--- src/rtl/fill_engine.sv ---
// Rectangle fill responder: latches two corners and a colour, then emits one pixel write per
// accepted handshake in raster order. Optional screen clipping under `FILL_CLIP_EN.
module fill_engine #(
    parameter int X_BITS     = 10,
    parameter int Y_BITS     = 9,
    parameter int COLOR_BITS = 24,
    parameter int SCREEN_W   = 640,
    parameter int SCREEN_H   = 480
) (
    input  logic                  i_clk,
    input  logic                  i_n_rst,
    input  logic                  i_fill_en,
    input  logic [X_BITS-1:0]     i_x_start,
    input  logic [Y_BITS-1:0]     i_y_start,
    input  logic [X_BITS-1:0]     i_x_end,
    input  logic [Y_BITS-1:0]     i_y_end,
    input  logic [COLOR_BITS-1:0] i_fill_color,
    input  logic                  i_wr_ready,
    output logic                  o_wr_en,
    output logic [X_BITS-1:0]     o_wr_x,
    output logic [Y_BITS-1:0]     o_wr_y,
    output logic [COLOR_BITS-1:0] o_wr_data,
    output logic                  o_fill_done,
    output logic                  o_busy
);

`ifdef FILL_CLIP_EN
    localparam bit CLIP_EN = 1'b1;
`else
    localparam bit CLIP_EN = 1'b0;
`endif

    localparam logic [X_BITS-1:0] X_LIM = X_BITS'(SCREEN_W - 1);
    localparam logic [Y_BITS-1:0] Y_LIM = Y_BITS'(SCREEN_H - 1);

    typedef enum logic [2:0] {StIdle, StLoad, StFill, StDone, StHold} state_t;

    state_t                r_state;
    logic [X_BITS-1:0]     r_xa, r_xb, r_xmin, r_xmax;
    logic [Y_BITS-1:0]     r_ya, r_yb, r_ymax;
    logic [COLOR_BITS-1:0] r_color;
    logic                  r_wr_en, r_fill_done, r_busy;
    logic [X_BITS-1:0]     r_wr_x;
    logic [Y_BITS-1:0]     r_wr_y;
    logic [COLOR_BITS-1:0] r_wr_data;

    logic [X_BITS-1:0] w_xmin, w_xmax, w_xmax_c;
    logic [Y_BITS-1:0] w_ymin, w_ymax, w_ymax_c;
    logic              w_skip;

    always_comb begin
        w_xmin   = (r_xa < r_xb) ? r_xa : r_xb;
        w_xmax   = (r_xa < r_xb) ? r_xb : r_xa;
        w_ymin   = (r_ya < r_yb) ? r_ya : r_yb;
        w_ymax   = (r_ya < r_yb) ? r_yb : r_ya;
        w_xmax_c = (CLIP_EN && (w_xmax > X_LIM)) ? X_LIM : w_xmax;
        w_ymax_c = (CLIP_EN && (w_ymax > Y_LIM)) ? Y_LIM : w_ymax;
        // A rectangle starting entirely off-screen produces no writes at all.
        w_skip   = CLIP_EN && ((w_xmin > X_LIM) || (w_ymin > Y_LIM));
    end

    always_ff @(posedge i_clk or negedge i_n_rst) begin
        if (!i_n_rst) begin
            r_state     <= StIdle;
            r_xa        <= '0;
            r_xb        <= '0;
            r_ya        <= '0;
            r_yb        <= '0;
            r_xmin      <= '0;
            r_xmax      <= '0;
            r_ymax      <= '0;
            r_color     <= '0;
            r_wr_en     <= 1'b0;
            r_fill_done <= 1'b0;
            r_busy      <= 1'b0;
            r_wr_x      <= '0;
            r_wr_y      <= '0;
            r_wr_data   <= '0;
        end else begin
            case (r_state)
                StIdle: begin
                    if (i_fill_en) begin
                        r_xa    <= i_x_start;
                        r_xb    <= i_x_end;
                        r_ya    <= i_y_start;
                        r_yb    <= i_y_end;
                        r_color <= i_fill_color;
                        r_busy  <= 1'b1;
                        r_state <= StLoad;
                    end
                end
                StLoad: begin
                    r_xmin    <= w_xmin;
                    r_xmax    <= w_xmax_c;
                    r_ymax    <= w_ymax_c;
                    r_wr_x    <= w_xmin;
                    r_wr_y    <= w_ymin;
                    r_wr_data <= r_color;
                    if (w_skip) begin
                        r_fill_done <= 1'b1;
                        r_state     <= StDone;
                    end else begin
                        r_wr_en <= 1'b1;
                        r_state <= StFill;
                    end
                end
                StFill: begin
                    // Compare before incrementing so an xmax of all-ones never wraps.
                    if (i_wr_ready) begin
                        if (r_wr_x < r_xmax) begin
                            r_wr_x <= r_wr_x + X_BITS'(1);
                        end else if (r_wr_y < r_ymax) begin
                            r_wr_x <= r_xmin;
                            r_wr_y <= r_wr_y + Y_BITS'(1);
                        end else begin
                            r_wr_en     <= 1'b0;
                            r_fill_done <= 1'b1;
                            r_state     <= StDone;
                        end
                    end
                end
                StDone: begin
                    r_fill_done <= 1'b0;
                    r_state     <= StHold;
                end
                StHold: begin
                    if (!i_fill_en) begin
                        r_busy  <= 1'b0;
                        r_state <= StIdle;
                    end
                end
                default: begin
                    r_wr_en     <= 1'b0;
                    r_fill_done <= 1'b0;
                    r_busy      <= 1'b0;
                    r_state     <= StIdle;
                end
            endcase
        end
    end

    assign o_wr_en     = r_wr_en;
    assign o_wr_x      = r_wr_x;
    assign o_wr_y      = r_wr_y;
    assign o_wr_data   = r_wr_data;
    assign o_fill_done = r_fill_done;
    assign o_busy      = r_busy;

endmodule

--- config.mk ---
export PLATFORM = sky130hd
export DESIGN_NAME = fill_engine
export DESIGN_NICKNAME = d
export VERILOG_FILES = /design/src/rtl/fill_engine.sv
export SDC_FILE = /design/constraint.sdc
export NUM_CORES = 1
export LEC_CHECK = 0
export CAP_MARGIN = 10
export CORE_MARGIN = 3
export CORE_UTILIZATION = 35
export DETAILED_ROUTE_END_ITERATION = 8
export DONT_BUFFER_PORTS = 1
export SYNTH_ARGS = -nofsm -noshare
export SYNTH_HDL_FRONTEND = slang
export SYNTH_SLANG_ARGS = --single-unit
--- constraint.sdc ---
create_clock -name i_clk -period 4.75 [get_ports i_clk]
set_input_delay 0.475 -clock i_clk [delete_from_list [all_inputs] [get_ports i_clk]]
set_output_delay 0.475 -clock i_clk [all_outputs]
set_load 0.01 [all_outputs]
==> results of run 1 <==
-- worst min-delay path by stage --
stage             from  cells after the start         to  slack (ns)
4_1_cts        i_n_rst                      1  r_ymax[5]        0.09
2_1_floorplan  i_n_rst                      0     o_busy        0.18
3_3_place_gp   i_n_rst                      0  r_ymax[3]        0.19
5_1_grt        i_n_rst                      1  r_ymax[5]        0.09
6_report       i_n_rst                      1  r_ymax[3]        0.04
3_5_place_dp   i_n_rst                      0  r_ymax[3]        0.19
-- worst max-delay path: cells and delay by family, from the launching register on --
kind                     cells  cell delay (ns)
buffers and inverters        1             0.08
adder cells (fa/ha/maj)      1             0.36
flip-flops                   1             0.41
multiplexers                 1             0.42
AND/OR/NAND/NOR              1             0.10
AO/OA/AOI/OAI                3             1.15
-- routing by layer --
metal,global-route usage,vias up,routed length [µm]
li1,-,2422,-
met1,0.214,2320,7680
met2,0.212,124,6660
met3,0.0815,35,1600
met4,0.0476,16,271
met5,0,-,103
-- logic make-up after synthesis --
group / after synthesis
AOI/OAI and AO/OA: 149
xor gates and xnor gates: 8
adders and majority gates: 37
buffers and inverters: 77
DFF: 140
muxes: 74
and+or+nand+nor: 225
-- Yosys cell counts (6+ instances only) --
cell type | n | area [µm²]
o21ai_1 | 42 | 210
xnor2_1 | 7 | 61.3
nand4_1 | 6 | 37.5
buf_2 | 11 | 55.1
inv_1 | 41 | 154
o21ai_0 | 26 | 130
dfrtp_1 | 140 | 3500
mux2i_1 | 24 | 240
nor2_1 | 38 | 143
ha_1 | 36 | 450
a21oi_1 | 39 | 195
nand3_1 | 11 | 55.1
nand2_1 | 141 | 529
mux2_2 | 46 | 518
o22a_1 | 7 | 61.3
clkbuf_1 | 18 | 67.6
-- through the flow --
step / power (W) / utilization
6_report: 0.00682 / 0.403
5_1_grt: 0.00745 / 0.403
4_1_cts: 0.00689 / 0.403
3_5_place_dp: 0.00537 / 0.369
3_3_place_gp: 0.00532 / 0.369
2_1_floorplan: 0.00474 / -
-- sequential cells by signal, indices dropped and copies added (netlist names) --
name         count
o_fill_done      1
o_wr_en          1
r_ya             9
r_state          3
o_wr_x          10
o_wr_y           9
r_yb             9
r_xa            10
r_xmin          10
r_xb            10
o_busy           1
o_wr_data       24
r_ymax           9
r_color         24
r_xmax          10
-- power breakdown --
| part | internal (W) | switching [W] | total (W) |
|---|---|---|---|
| clock | 0.000934 | 0.000517 | 0.00145 |
| sequential | 0.00178 | 0.000622 | 0.00240 |
| combinational | 0.00128 | 0.00169 | 0.00297 |
| total | 0.00399 | 0.00283 | 0.00682 |
-- what timing repair did --
| item | 4_1_cts | 5_1_grt |
|---|---|---|
| resized for setup | 0 | 0 |
| hold endpoints to repair | 140 | 0 |
| hold buffers | 1 | 0 |
| setup buffers | 0 | 0 |
-- final cells by class --
cell class,instances,area [µm²],share of cell area
Clock inverter,10,161,0.0204
Inverter,42,158,0.0199
Timing Repair Buffer,5,57.6,0.00726
Multi-Input combinational cell,493,3230,0.407
Clock buffer,22,484,0.0611
Sequential cell,140,3500,0.442
Tap cell,265,332,0.0418
==> Implementation_results.wiki, run 1 <==
{| class="wikitable"
! Metric !! Value
|-
| Per-instance average area after synthesis || 9.94 µm²
|-
| Slew of the pin with the lowest slew margin || 1.04 ns
|-
| Termination of the worst setup path || o_wr_y[0]
|-
| Worst setup EP type || register
|-
| First-pass GRT wire length || 26900 µm
|-
| Vias in the first global route || 4938
|-
| Critical path startpoint category || register
|-
| FF-to-FF End || o_wr_y[0]
|-
| Initial core utilization || 0.359
|-
| Area of the die || 21900 µm²
|-
| Worst Hold Class || in2async
|-
| RSZ-0062 raised after global routing || no
|-
| Slowest library cell on the worst path || o21ai_2
|-
| Violation count after the first detailed-route iteration || 309
|-
| Synthesized instance count || 710
|-
| Net Count, Synth || 812
|-
| Area fraction in compound gates after synthesis || 0.130
|-
| Count of standard-cell rows || 51
|-
| Leakage power || 3.52 nW
|-
| Num ports || 112
|-
| List of cells traversed by the critical path || ha_1, nand4_1, a21oi_1, inv_1, o21ai_2, mux2i_1, o221ai_1
|-
| Cts bufs inserted || 17
|-
| Antenna violations before repair || 8
|-
| CTS sink cnt || 140
|-
| Synthesis Warnings || 0
|-
| Clock slew at the register clock pins of the worst setup and hold paths || 0.06 ns
|-
| Data arrival, critical path || 2.94 ns
|-
| Fraction of layout instances using a drive strength above 1 || 0.140
|-
| CTS tree || done
|-
| Setup WS pre-CTS || 2.05 ns
|-
| Number of buffer cells added on primary ports || 0
|-
| Worst Setup Slack, final || 2.05 ns
|-
| Final max-slew violation count || 0
|-
| H-Tree Level Count || 4
|-
| Required time worst endpoint || 4.99 ns
|-
| Cell count after placement || 944
|-
| Diode count || 0
|-
| Antenna-violating nets left || 0
|-
| Share of synthesized area occupied by flip-flops and latches || 0.496
|-
| Vias per Instance || 5.03
|-
| Arithmetic-cell share of the synthesized area counting full adders, half adders and majority gates || 0.0652
|-
| Number of enable-type register cells in the synthesized netlist || 0
|-
| Setup clock skew after layout || 0.0180 ns
|-
| Most used cells in the layout excluding fill and tap cells || nand2_1, dfrtp_1, mux2_2
|-
| Flop-to-flop setup slack || 2.05 ns
|-
| Pin count of the biggest net entering global routing || 141
|-
| Final Instance Area || 7920 µm²
|-
| Detailed-route via count || 4917
|-
| Number of hold violations in the final report || 0
|-
| Share of cell area taken by muxes after synthesis || 0.114
|-
| Path depth of the worst reg2reg path || 7
|-
| Power density normalized to cell area || 860 nW/µm²
|-
| Avg WL per Cell || 16.7 µm
|-
| Dpl hpwl || 11400 µm
|-
| Weighted congestion reported at the end of routability-driven placement || 0.778
|-
| Worst slack on hold paths || 0.0359 ns
|-
| Insertion delay of the later-clocked pin in the worst-skew pair || 0.42 ns
|-
| XOR/XNOR Fraction of Synth Area || 0.00993
|-
| Area share of and/or/nand/nor cells after synthesis || 0.137
|-
| Worst vdd ir || 0.000294 V
|-
| GR Util All Layers || 0.156
|-
| Area of the mapped netlist || 7060 µm²
|-
| Root Driver || clkbuf_16
|-
| Sum of overflow across all layers after global routing || 0
|-
| Number of max-cap violations || 0
|-
| Startpoint of the worst-slack reg-to-reg timing path || r_ya[8]
|-
| Ys flop type || dfrtp_1
|-
| Total negative setup slack || 0 ns
|-
| Drc violations || 0
|-
| Final cell count without fillers || 977
|-
| Worst-path fanout max || 25
|-
| Placed cell area || 7250 µm²
|-
| Number of nets in the layout || 801
|-
| Slew HR || 0.306
|-
| Distinct cell type count of the synthesized netlist || 53
|-
| Largest buffer count on any clock path || 2
|-
| Share of synthesized registers carrying an async set or reset || 1.00
|-
| Maximum single-stage delay on the critical path || 0.80 ns
|-
| Maximum operating frequency || 371 MHz
|-
| Chip Height || 148 µm
|-
| Area growth from synthesis to layout || 12.3%
|-
| Dominant combinational cell family by area after synthesis || simple AND/OR/NAND/NOR gates
|-
| Beginning of the critical path || r_ya[8]
|-
| Final setup fails || 0
|-
| Post-layout min period || 2.70 ns
|-
| Routed wire length || 16300 µm
|-
| Detailed-router iteration count before antenna repair || 4
|-
| Placeable core region || 19700 µm²
|-
| Class of the most critical setup path || reg2reg
|-
| Period utilization || 0.568
|-
| Register bit count reported by yosys || 140
|-
| Status || complete, no violations
|-
| Fill cell count || 1970
|-
| Die Span X || 148 µm
|}
Note: power is estimated with default switching activity, not from simulation.
==> inputs of run 2 (changes only) <==
Clock period 4.75 ns to 2.2 ns, I/O delays scaled along.
==> Implementation_results.wiki, run 2 (synthesis gave the netlist of run 1 again) <==
{| class="wikitable"
! Metric !! Value
|-
| Status || finished, violations left
|-
| Violated checks || hold timing
|-
| Routed wire length || 18000 µm
|-
| Period utilization || 0.989
|-
| Number of max-cap violations || 0
|-
| Slew of the pin with the lowest slew margin || 0.426 ns
|-
| Insertion delay of the later-clocked pin in the worst-skew pair || 0.42 ns
|-
| Clock slew at the register clock pins of the worst setup and hold paths || 0.06 ns
|-
| Class of the most critical setup path || reg2reg
|-
| Detailed-route via count || 5520
|-
| Number of buffer cells added on primary ports || 0
|-
| Slew HR || 0.715
|-
| Die Span X || 148 µm
|-
| Worst vdd ir || 0.000760 V
|-
| Placeable core region || 19700 µm²
|-
| CTS tree || done
|-
| Dpl hpwl || 12200 µm
|-
| Antenna-violating nets left || 0
|-
| Drc violations || 0
|-
| Worst Hold Class || in2async
|-
| CTS sink cnt || 140
|-
| Number of nets in the layout || 941
|-
| Detailed-router iteration count before antenna repair || 5
|-
| Antenna violations before repair || 2
|-
| Cts bufs inserted || 17
|-
| Most used cells in the layout excluding fill and tap cells || nand2_1, dfrtp_1, buf_4
|-
| Pin count of the biggest net entering global routing || 141
|-
| First-pass GRT wire length || 29100 µm
|-
| Vias per Instance || 4.93
|-
| Avg WL per Cell || 16.1 µm
|-
| Sum of overflow across all layers after global routing || 0
|-
| Initial core utilization || 0.359
|-
| Area of the die || 21900 µm²
|-
| Number of hold violations in the final report || 140
|-
| Num ports || 112
|-
| Chip Height || 148 µm
|-
| Power density normalized to cell area || 1890 nW/µm²
|-
| Area growth from synthesis to layout || 35.9%
|-
| Count of standard-cell rows || 51
|-
| Fraction of layout instances using a drive strength above 1 || 0.257
|-
| Worst slack on hold paths || -0.502 ns
|-
| Total negative setup slack || 0 ns
|-
| GR Util All Layers || 0.166
|-
| Violation count after the first detailed-route iteration || 316
|-
| Worst-path fanout max || 8
|-
| RSZ-0062 raised after global routing || yes
|-
| Post-layout min period || 2.18 ns
|-
| Data arrival, critical path || 2.48 ns
|-
| Largest buffer count on any clock path || 2
|-
| Vias in the first global route || 5519
|-
| H-Tree Level Count || 4
|-
| Weighted congestion reported at the end of routability-driven placement || 0.822
|-
| Worst setup EP type || register
|-
| Setup clock skew after layout || 0.00867 ns
|-
| Critical path startpoint category || register
|-
| Total of hold buffers inserted after clock tree synthesis || 62
|-
| Leakage power || 4.25 nW
|-
| Final max-slew violation count || 0
|-
| Root Driver || clkbuf_16
|-
| Maximum operating frequency || 460 MHz
|-
| Final setup fails || 0
|-
| Required time worst endpoint || 2.50 ns
|}
run 2: changes by cell type in the layout (fill, tap and decap cells not counted), moves of 5 or more:
cell           delta
dlygate4sd3_1    +62
inv_2             +5
ha_1              -7
mux2i_1           -8
buf_4            +64
buf_6             +8
inv_1             -5
a21oi_1           -5
ha_4              +7
mux2i_2           +8
run 2: what timing repair did:
item | CTS | global route
pin swaps | 7 | 12
buffers inserted | 0 | 11
gates cloned | 1 | 2
gates resized for setup | 10 | 52
hold endpoints to repair | 202 | 140
setup endpoints to repair | 16 | 22
run 2: worst paths after layout:
check | start | endpoint | slack (ns) | cells past startpoint
min in group i_clk | i_wr_ready | o_wr_en | 0.03 | 2
worst max register to register | o_wr_x[8] | o_wr_x[4] | 0.02 | 8
worst min register to register | r_color[22] | o_wr_data[22] | 0.47 | 2
worst max-delay path | o_wr_x[8] | o_wr_x[4] | 0.02 | 8
worst min-delay path | i_n_rst | o_wr_y[6] | -0.50 | 0
max in group asynchronous | i_n_rst | r_color[1] | 2.47 | 0
run 2: final cells by class:
cell class / instances / area, µm²
well taps: 265 / 332
clock inverters: 10 / 231
repair buffers: 144 / 1340
clock buffers: 22 / 494
inverters: 42 / 158
flip-flops and latches: 140 / 3500
multi-input cells: 494 / 3530
fillers: 1788 / 10100
diodes: 2 / 5.00
run 2: per-stage QoR:
| step | power (W) | util | cells | instance area, µm² | setup slack, ns |
|---|---|---|---|---|---|
| finish | 0.0181 | 0.488 | 1119 | 9590 | 0.0246 |
| global route | 0.0195 | 0.488 | 1119 | 9590 | -0.0741 |
| CTS | 0.0167 | 0.467 | 1104 | 9190 | 0.00942 |
| detailed placement | 0.0128 | 0.396 | 1009 | 7780 | -0.111 |
| global placement | 0.0127 | 0.396 | 1009 | 7780 | -0.0453 |
| floorplan | 0.0102 | - | 710 | 7060 | 0.0775 |
run 2: power breakdown:
part           total (W)  switching [W]  internal, W
combinational    0.00982        0.00496      0.00486
sequential       0.00480       0.000951      0.00385
clock            0.00349        0.00110      0.00239
total             0.0181        0.00701       0.0111
run 2: worst max-delay path, stage by stage (launching register included):
cell and delay (ns):
dfrtp_1 0.38, ha_1 0.30, nand4_1 0.12, buf_6 0.16
o31a_2 0.36, a21oi_4 0.23, o21ai_4 0.15, buf_6 0.16
o22a_1 0.19
run 2: per-layer routing:
| metal | track usage | part of all wire |
|---|---|---|
| met5 | 0 | 0 |
| met4 | 0.0550 | 0.014 |
| met3 | 0.0592 | 0.076 |
| met2 | 0.242 | 0.44 |
| met1 | 0.231 | 0.47 |
==> inputs of run 3 (changes only) <==
Settings changed: ABC_CLOCK_PERIOD_IN_PS set to 2200, CTS_CLUSTER_DIAMETER set to 80, PLACE_DENSITY_LB_ADDON set to 0.15.
==> Implementation_results.wiki, run 3 (synthesis gave the netlist of run 1 again) <==
{| class="wikitable"
! Metric !! Value
|-
| Root Driver || clkbuf_16
|-
| Data arrival, critical path || 2.57 ns
|-
| Beginning of the critical path || o_wr_x[9]
|-
| Fraction of layout instances using a drive strength above 1 || 0.273
|-
| First-pass GRT wire length || 29700 µm
|-
| Dpl hpwl || 13000 µm
|-
| Class of the most critical setup path || reg2reg
|-
| Sum of overflow across all layers after global routing || 0
|-
| Worst Setup Slack, final || -0.0700 ns
|-
| Worst-path fanout max || 4
|-
| Vias per Instance || 4.95
|-
| Num ports || 112
|-
| Post-layout min period || 2.27 ns
|-
| Violation count after the first detailed-route iteration || 216
|-
| FF-to-FF End || o_wr_x[4]
|-
| Number of max-cap violations || 0
|-
| Slew HR || 0.619
|-
| Clock slew at the register clock pins of the worst setup and hold paths || 0.06 ns
|-
| GR Util All Layers || 0.170
|-
| Antenna violations before repair || 1
|-
| Commonest non-fill, non-tap cell in the layout || dfrtp_1
|-
| Worst vdd ir || 0.000712 V
|-
| Chip Height || 148 µm
|-
| Most used cells in the layout excluding fill and tap cells || dfrtp_1, nand2_1, buf_4
|-
| Vias in the first global route || 5764
|-
| Area of the die || 21900 µm²
|-
| Total of hold buffers inserted after clock tree synthesis || 62
|-
| Drc violations || 0
|-
| Power after layout || 0.0177 W
|-
| Largest buffer count on any clock path || 2
|-
| Avg WL per Cell || 16.8 µm
|-
| Final setup fails || 5
|-
| Violated checks || hold timing, setup timing
|-
| Worst setup EP type || register
|-
| Antenna-violating nets left || 0
|-
| Number of hold violations in the final report || 140
|-
| Leakage power || 4.20 nW
|-
| Critical path startpoint category || register
|-
| CTS tree || done
|-
| Fill cell count || 1902
|-
| Core Util, Final || 0.484
|-
| Termination of the worst setup path || o_wr_x[4]
|-
| Worst slack on hold paths || -0.505 ns
|-
| Detailed-route via count || 5544
|-
| Initial core utilization || 0.359
|-
| Diode count || 0
|-
| Flop-to-flop setup slack || -0.07 ns
|-
| Setup clock skew after layout || 0.00728 ns
|-
| Power density normalized to cell area || 1860 nW/µm²
|-
| Startpoint of the worst-slack reg-to-reg timing path || o_wr_x[9]
|-
| H-Tree Level Count || 4
|-
| Maximum operating frequency || 441 MHz
|-
| Required time worst endpoint || 2.50 ns
|-
| Placeable core region || 19700 µm²
|-
| Slew of the pin with the lowest slew margin || 0.571 ns
|-
| Number of nets in the layout || 945
|-
| Worst Hold Class || in2async
|-
| Detailed-router iteration count before antenna repair || 4
|-
| RSZ-0062 raised after global routing || yes
|-
| Pin count of the biggest net entering global routing || 141
|-
| Insertion delay of the later-clocked pin in the worst-skew pair || 0.41 ns
|-
| Die Span X || 148 µm
|-
| Count of standard-cell rows || 51
|-
| Final max-slew violation count || 0
|-
| Area growth from synthesis to layout || 34.8%
|-
| Status || finished, violations left
|-
| Number of buffer cells added on primary ports || 0
|-
| Cts bufs inserted || 17
|-
| Routed wire length || 18800 µm
|-
| Period utilization || 1.03
|-
| Weighted congestion reported at the end of routability-driven placement || 0.782
|-
| CTS sink cnt || 140
|-
| Path depth of the worst reg2reg path || 9
|}
[run 3: layout make-up]
class,instances,area [µm²],area share
Timing Repair Buffer,148,1350,0.142
Sequential cell,140,3500,0.368
Tap cell,265,332,0.0349
Clock buffer,23,468,0.0492
Multi-Input combinational cell,494,3610,0.379
Inverter,42,158,0.0166
Clock inverter,8,92.6,0.00973
[run 3: routing by layer]
layer | wire length, µm | up-vias | GRT usage
li1 | - | 2707 | -
met1 | 8730 | 2682 | 0.231
met2 | 8530 | 127 | 0.256
met3 | 1240 | 26 | 0.0561
met4 | 299 | 2 | 0.0596
met5 | 7 | - | 0
[run 3: report_power, final]
group          switching, W  total (W)  internal [W]
combinational       0.00516     0.0101       0.00498
clock               0.00105    0.00276       0.00171
sequential         0.000987    0.00484       0.00385
total               0.00719     0.0177        0.0105
[run 3: per-stage QoR]
step	std cells	setup TNS [ns]	setup WS [ns]	area (µm²)
after floorplan	710	0	0.0775	7060
after global placement	1007	-0.520	-0.0748	7750
after detailed placement	1007	-1.21	-0.173	7750
after CTS	1103	-0.0272	-0.0169	9050
after global routing	1120	-1.41	-0.152	9510
final	1120	-0.170	-0.0700	9510
[run 3: how the worst min path moves through the flow]
stage                        from        end  slack, ns  cells after the start
after floorplan           i_n_rst     o_busy      -0.08                      0
after global placement    i_n_rst  r_ymax[6]      -0.07                      0
after detailed placement  i_n_rst  r_ymax[7]      -0.07                      0
after CTS                 i_n_rst  r_ymax[7]      -0.52                      0
after global routing      i_n_rst  r_ymax[7]      -0.53                      0
final                     i_n_rst  r_ymax[7]      -0.50                      0
[run 3: worst max-delay path: stages, from the launching register on]
cell and delay (ns):
dfrtp_1 0.41, ha_4 0.29, nand4_1 0.19, buf_4 0.21
a211oi_4 0.31, nor3_4 0.10, buf_6 0.14, mux2i_2 0.21
o21ai_1 0.09, o22a_1 0.18
[run 3: repair_timing]
| item | in CTS | in global routing |
|---|---|---|
| buffers inserted | 3 | 14 |
| pin swaps | 4 | 24 |
| endpoints found under the hold margin | 202 | 140 |
| gates cloned | 0 | 3 |
| endpoints found under the setup margin | 17 | 20 |
| resized for setup | 15 | 60 |
